## src/rtl/mem_access_ctrl.sv

```systemverilog
// mem_access_ctrl
// Bus-master front end for the 16-bit data memory. Accepts one load/store
// at a time through a valid/ready handshake, drives memrq/rw/addr/mem_wdata
// for 1+WAIT_CYCLES cycles, captures load data and returns a one-cycle
// completion strobe.
//
// Optional feature macro: MEM_RANGE_CHECK_EN
//   When defined, requests with req_addr >= MEM_DEPTH skip the memory access
//   and complete with resp_err=1 one cycle after acceptance.
//
// Ports
//   clk, rst        clock, asynchronous active-high reset
//   req_valid/ready core request handshake (ready is combinational)
//   req_we          1 = store, 0 = load
//   req_addr        word address
//   req_wdata       store data
//   resp_valid      one-cycle completion strobe
//   resp_rdata      last load data, held until the next load completes
//   resp_err        out-of-range flag (MEM_RANGE_CHECK_EN only)
//   memrq, rw       memory request, 1 = read / 0 = write
//   addr, mem_wdata memory address and write data
//   mem_rdata       combinational memory read data
module mem_access_ctrl #(
    parameter int ADDR_W      = 12,
    parameter int DATA_W      = 16,
    parameter int MEM_DEPTH   = 32,
    parameter int WAIT_CYCLES = 0
) (
    input  logic              clk,
    input  logic              rst,
    input  logic              req_valid,
    output logic              req_ready,
    input  logic              req_we,
    input  logic [ADDR_W-1:0] req_addr,
    input  logic [DATA_W-1:0] req_wdata,
    output logic              resp_valid,
    output logic [DATA_W-1:0] resp_rdata,
`ifdef MEM_RANGE_CHECK_EN
    output logic              resp_err,
`endif
    output logic              memrq,
    output logic              rw,
    output logic [ADDR_W-1:0] addr,
    output logic [DATA_W-1:0] mem_wdata,
    input  logic [DATA_W-1:0] mem_rdata
);

    typedef enum logic [1:0] {
        ST_IDLE   = 2'd0,
        ST_ACCESS = 2'd1,
        ST_DONE   = 2'd2
    } state_t;

    localparam logic [3:0] WAIT_L = 4'(WAIT_CYCLES);

    // True when a word address lies beyond the implemented memory.
    function automatic logic addr_out_of_range(input logic [ADDR_W-1:0] a);
        return ({1'b0, a} >= (ADDR_W+1)'(MEM_DEPTH));
    endfunction

    state_t              state_r;
    state_t              next_state_s;
    logic                accept_s;
    logic                range_err_s;
    logic                access_we_s;
    logic                we_r;
    logic [3:0]          wait_cnt_r;
    logic                memrq_r;
    logic                rw_r;
    logic [ADDR_W-1:0]   addr_r;
    logic [DATA_W-1:0]   mem_wdata_r;
    logic                resp_valid_r;
    logic [DATA_W-1:0]   resp_rdata_r;
    logic                resp_err_r;

`ifdef MEM_RANGE_CHECK_EN
    assign range_err_s = addr_out_of_range(req_addr);
    assign resp_err    = resp_err_r;
`else
    assign range_err_s = 1'b0;
`endif

    assign req_ready  = (state_r == ST_IDLE) && !rst;
    assign memrq      = memrq_r;
    assign rw         = rw_r;
    assign addr       = addr_r;
    assign mem_wdata  = mem_wdata_r;
    assign resp_valid = resp_valid_r;
    assign resp_rdata = resp_rdata_r;

    // State register.
    always_ff @(posedge clk or posedge rst) begin
        if (rst) begin
            state_r <= ST_IDLE;
        end else begin
            state_r <= next_state_s;
        end
    end

    // Next-state decode; also flags the accepting cycle and the direction
    // that the next ACCESS cycle will drive.
    always_comb begin
        next_state_s = state_r;
        accept_s     = 1'b0;
        access_we_s  = we_r;
        case (state_r)
            ST_IDLE: begin
                if (req_valid) begin
                    accept_s    = 1'b1;
                    access_we_s = req_we;
                    if (range_err_s) begin
                        next_state_s = ST_DONE;
                    end else begin
                        next_state_s = ST_ACCESS;
                    end
                end else begin
                    next_state_s = ST_IDLE;
                end
            end
            ST_ACCESS: begin
                if (wait_cnt_r == 4'd0) begin
                    next_state_s = ST_DONE;
                end else begin
                    next_state_s = ST_ACCESS;
                end
            end
            ST_DONE: begin
                next_state_s = ST_IDLE;
            end
            default: begin
                next_state_s = ST_IDLE;
            end
        endcase
    end

    // Registered memory-side outputs, request latches and wait counter.
    always_ff @(posedge clk or posedge rst) begin
        if (rst) begin
            memrq_r     <= 1'b0;
            rw_r        <= 1'b1;
            addr_r      <= '0;
            mem_wdata_r <= '0;
            we_r        <= 1'b0;
            wait_cnt_r  <= 4'd0;
        end else begin
            memrq_r <= (next_state_s == ST_ACCESS);
            rw_r    <= !((next_state_s == ST_ACCESS) && access_we_s);
            // Out-of-range requests never reach memory, so the bus keeps
            // its previous address/data.
            if (accept_s && !range_err_s) begin
                addr_r      <= req_addr;
                mem_wdata_r <= req_wdata;
                we_r        <= req_we;
            end else begin
                addr_r      <= addr_r;
                mem_wdata_r <= mem_wdata_r;
                we_r        <= we_r;
            end
            if (accept_s) begin
                wait_cnt_r <= WAIT_L;
            end else if ((state_r == ST_ACCESS) && (wait_cnt_r != 4'd0)) begin
                wait_cnt_r <= wait_cnt_r - 4'd1;
            end else begin
                wait_cnt_r <= wait_cnt_r;
            end
        end
    end

    // Response strobe, load-data capture and error flag.
    always_ff @(posedge clk or posedge rst) begin
        if (rst) begin
            resp_valid_r <= 1'b0;
            resp_rdata_r <= '0;
            resp_err_r   <= 1'b0;
        end else begin
            resp_valid_r <= (next_state_s == ST_DONE);
            resp_err_r   <= (next_state_s == ST_DONE) && (state_r == ST_IDLE);
            // Loads sample memory on the last ACCESS edge; stores leave it.
            if ((state_r == ST_ACCESS) && (next_state_s == ST_DONE) && !we_r) begin
                resp_rdata_r <= mem_rdata;
            end else begin
                resp_rdata_r <= resp_rdata_r;
            end
        end
    end

endmodule

```

## config.mk

```make
export PLATFORM = sky130hd
export DESIGN_NAME = mem_access_ctrl
export DESIGN_NICKNAME = d
export VERILOG_FILES = /design/src/rtl/mem_access_ctrl.sv
export SDC_FILE = /design/constraint.sdc
export NUM_CORES = 1
export LEC_CHECK = 0
export ABC_AREA = 1
export BUFFER_PORTS_ARGS = -buffer_cell sky130_fd_sc_hd__buf_2
export CAP_MARGIN = 20
export CORE_ASPECT_RATIO = 1.4
export CORE_MARGIN = 5
export CORE_UTILIZATION = 52
export CTS_BUF_LIST = sky130_fd_sc_hd__clkbuf_2
export CTS_CLUSTER_SIZE = 28
export DETAILED_ROUTE_END_ITERATION = 7
export PLACE_DENSITY = 0.87
export SYNTH_ARGS = -nofsm -noshare
export SYNTH_HDL_FRONTEND = slang
export SYNTH_SLANG_ARGS = --single-unit
```

## constraint.sdc

```tcl
create_clock -name clk -period 4.6 [get_ports clk]
set_input_delay 0.46 -clock clk [delete_from_list [all_inputs] [get_ports clk]]
set_output_delay 0.46 -clock clk [all_outputs]
set_load 0.01 [all_outputs]
```

# ---- Yosys cells after proc, flatten, opt, wreduce, memory -nomap -nowiden
# Index checks and enable logic that the tools add are counted.
dict set report totals {
  register_bits 54
  input_bits 48
  output_inout_bits 48
  wordCells 34
}
dict set report classes {
  addsub 1
  eq_ne 3
  muxes 9
  n_reduce_logical 12
}
# operator n
set ops {}
lappend ops {{$mux 4} 2}
lappend ops {{$logic_and 1x1->1} 5}
lappend ops {{$mux 1} 5}
lappend ops {{$eq 2x1->1 const B} 2}
lappend ops {{$logic_not 4->1} 1}
lappend ops {{$pmux 2 s2} 1}
lappend ops {{$reduce_bool 4->1} 1}
lappend ops {{$sub 4x1->4 const B} 1}
lappend ops {{$logic_not 1->1} 3}
lappend ops {{$eq 2x2->1 const B} 1}
lappend ops {{$logic_not 2->1} 1}
lappend ops {{$mux 2} 1}
lappend ops {{$reduce_bool 2->1} 1}

# ---- Logic depth before layout (Yosys ltp)
dict set report depth {
  word_depth 6
  depth_mapped 8
  ltp_nobuf 8
}

# ---- Worst setup path before layout
# OpenSTA, ideal clock, no wires.
dict set report synth_path {
  path_kind {reg-to-reg}
  startpoint {register wait_cnt_r[0]}
  endpoint {register resp_rdata_r[0], in the netlist resp_rdata[0]}
  setup_time_ps 117
  arrival_ps 1207
  t_required_ps 4483
  path_slack_ps 3276
  stages_incl_launch_ff 9
  path_buffers 1
  period_less_slack_ps 1324
  cell_sequence {dfrtp_1 inv_1 ha_1 nand2_2 nor2_8 nand2_4 buf_6 nand2_1 nand2_1}
}
dict set report synth_via {
  elab_chain_len 6
}
# item line
set synth_rtl {}
lappend synth_rtl {{start, declared} 67} ;# logic [3:0] wait_cnt_r;
lappend synth_rtl {{start signal, assigned} 162} ;# wait_cnt_r <= wait_cnt_r - 4'd1;
lappend synth_rtl {{start signal, assigned} 164} ;# wait_cnt_r <= wait_cnt_r;
lappend synth_rtl {{$logic_not 4->1} 121} ;# if (wait_cnt_r == 4'd0) begin
lappend synth_rtl {{$mux 2} 121}
lappend synth_rtl {{$pmux 2 s2} 106} ;# case (state_r)
lappend synth_rtl {{$eq 2x2->1} 179} ;# if ((state_r == ST_ACCESS) && (next_state_s == ST_DONE) && !we_r) begin
lappend synth_rtl {{$logic_and 1x1->1 (2 in series)} 179}
lappend synth_rtl {{end signal, assigned} 180} ;# resp_rdata_r <= mem_rdata;
lappend synth_rtl {{end signal, assigned} 182} ;# resp_rdata_r <= resp_rdata_r;
lappend synth_rtl {{end, declared} 73} ;# logic [DATA_W-1:0] resp_rdata_r;
# Every way passes these cells.
# A chain may end at the register's enable or synchronous reset.

# ---- Worst setup path in the final report
dict set report layout_path {
  startpoint {register state_r[1]}
  endpoint {register rw_r, in the netlist rw}
}
dict set report layout_via {
  elab_chain_len 5
  word_cells_on_any_way 7
  classes_between {eq/ne (2); mux (2); reduce/logical (3)}
}
# item line
set layout_rtl {}
lappend layout_rtl {{start, declared} 61} ;# state_t state_r;
lappend layout_rtl {{start signal, assigned} 96} ;# state_r <= next_state_s;
lappend layout_rtl {{$eq 2x1->1 / $logic_not 2->1 (equally long branches)} 106}
lappend layout_rtl {{$pmux 2 s2} 106}
lappend layout_rtl {{$eq 2x1->1} 147} ;# rw_r <= !((next_state_s == ST_ACCESS) && access_we_s);
lappend layout_rtl {{$logic_and 1x1->1 *} 147}
lappend layout_rtl {{$logic_not 1->1 *} 147}
lappend layout_rtl {{end signal, assigned} 147}
lappend layout_rtl {{end, declared} 69} ;# logic rw_r;
# Every way passes the cells marked *; elsewhere a longest branch is shown, timed or not.

==> results.cfg <==
[placed_design]
place_area_mm2 = 0.00264
io_buffer_count = 95
place_ws_ns = 2.48
hpwl_um = 3570
gp_congestion = 0.719

[synthesis]
synth-xor-area-share_pct = 0
synth.mux.area_fraction_pct = 0
synth_top_area_cell = dfrtp_1
avgSynthCellArea_um2 = 9.12
ys_warn_count = 0
synth_cell_types = 23
syn_inst = 238
syn-num-nets = 288
ys_seq_area_share_pct = 62.3
synth_top_family_by_area = simple AND/OR/NAND/NOR gates
yosys-top-cells-area = dfrtp_1, nand2_1, nand3_1
syn_area_mm2 = 0.00217
synthAdderAreaFrac_pct = 1.15
synth_compound_area_share_pct = 1.10
synth-seq-cells = 54
synth_top_cell_area_share_pct = 61.1
synth-simple-area-share_pct = 31.1

[global_routing]
grt_use_met1_pct = 20.6
grt_use_met2_pct = 31.9
antenna_found_initial = 0
grt_pass1_wl_um = 7830
gr-usage-all-layers_pct = 17.6
grt_max_degree = 55
met3_usage_pct = 5.06
busiest_layer = met2
grt_pass1_vias = 1810
gr-total-overflow = 0

[timing]
fin_setup_tns_ns = 0
worst_pin_slew_ns = 0.657
finalMaxSlewViolations = 0
finalClockSkew_ns = 0.00880
slew_headroom_pct = 56.2
fmax_mhz = 500
final_hold_viol_count = 0
setup_viol = 0
worst_slack_ns = 2.60
rsz0062_at_grt = false
period_share_pct = 43.5
period_minus_slack_ns = 2.00

[setup_path]
max_stage_delay_ns = 0.61
cp_slowest_cell = inv_2
endpoint_kind = flop
path_depth = 6
critPathTopFamily = simple AND/OR/NAND/NOR gates
crit_required_ns = 4.97
cp-start-kind = flop
worstSetupPathType = reg2reg
cp.buffers_inverters = 2
reg2reg_slack_ns = 2.60
reg2regPathDepth = 6
arrival_ns = 2.37
path_cells = inv_2 > nand3_2 > inv_2 > nand2_1 > o21ai_2 > nand2_1
cp_max_fo = 34

[floorplan]
rows = 27
die_x_um = 64.6
fp.dieH_um = 86.5
initial_core_util_pct = 54.5
ios = 96
core-area_mm2 = 0.00399
dieArea_mm2 = 0.00559

[finish]
fin_area_mm2 = 0.00271
finish.utilization_pct = 68.0
final_cell_mix = nand2_1, buf_2, dfrtp_1, nand3_1, clkbuf_2
final_nets = 383
area_delta_synth_final_pct = 25.0
nFillCells = 339
multi_input_area_um2 = 724
ff_latch_area_mm2 = 0.00135
layout-drive-gt1-share_pct = 35.3
final_common_cell = nand2_1
diodes = 0

[drt]
drtIter0Drc = 54
vias = 1861
routed_via_density = 4.94
antenna_left = 0
drt_wl_total_um = 4770
drc = 0
wl_per_cell_um = 12.7
dr.pass1.iters = 4

[power]
p_total_mw = 1.26
cellLeakagePower_nw = 1.61
ir_drop_mv = 0.235
powerDensity_mw_per_mm2 = 463

[clocking]
cts_resized = 0
cts.clk_slew.worst_paths_ns = 0.24
cts_setup_buffers = 0
clock_sinks = 54
cts_buffers = 5
cts_tree = done
h-tree-depth = 2
holdBufCountCts = 0
clock_latency_ns = 0.41
cts_buffer_depth = 2
clockRootBuffer = clkbuf_2

[hold_path]
holdPathStages = 3
holdCritPathClass = in2reg

[flow_run]
drv_cap = 0

[outcome]
outcome = finished clean
cell families after synthesis:
family                   count (synthesis)
adder cells (fa/ha/maj)                  2
AO/OA/AOI/OAI                            4
buffers and inverters                   19
flip-flops                              54
AND/OR/NAND/NOR                        159
cells in the mapped netlist (all sizes together):
library cell  instances
buf                   8
dfrtp                53
or2                   2
clkbuf                1
nor2                  4
nor3                  1
nand2               131
nand4                 2
nand3                19
clkinv                1
dfstp                 1
ha                    2
inv                   9
o21ai                 3
a21oi                 1
metal layers:
layer  vias up  routed length, µm  part of all wire, %
met3         4                365                  7.7
li1        920                  -                    -
met4         0                 40                 0.84
met5         -                  0                    0
met2        77               2430                   51
met1       860               1940                   41
worst paths after layout:
| check | from | endpoint |
|---|---|---|
| setup reg to reg | state_r[1] | rw |
| max in group asynchronous | rst | rw |
| setup / recovery | state_r[1] | rw |
| hold / removal | req_wdata[0] | mem_wdata[0] |
| min in group asynchronous | rst | resp_rdata[0] |
| hold reg to reg | resp_rdata[10] | resp_rdata[10] |
layout make-up:
class | instances | share of cell area, %
Sequential cell | 54 | 49.9
Multi-Input combinational cell | 165 | 26.7
Timing Repair Buffer | 97 | 18.6
Tap cell | 43 | 1.98
Inverter | 10 | 1.38
Clock buffer | 6 | 1.11
Clock inverter | 2 | 0.323
worst min-delay path, stage by stage:
cell and delay (ns):
buf_2 0.07, nand2_1 0.04, nand2_1 0.04
power by group:
part | internal (mW) | switching [mW]
sequential | 0.605 | 0.0681
combinational | 0.165 | 0.247
clock | 0.0374 | 0.134
total | 0.807 | 0.450
stage by stage:
stage | hold WS, ns | cells
final | 0.209 | 377
after global routing | 0.143 | 377
after CTS | 0.181 | 375
after detailed placement | 0.453 | 367
after global placement | 0.451 | 367
after floorplan | 0.506 | 238
state kept, by name, summed over array words and instances (netlist names):
signal      count
mem_wdata      16
we_r            1
memrq           1
rw              1
addr           12
resp_valid      1
state_r         2
wait_cnt_r      4
resp_rdata     16
Power figures use the tool's default switching activity.
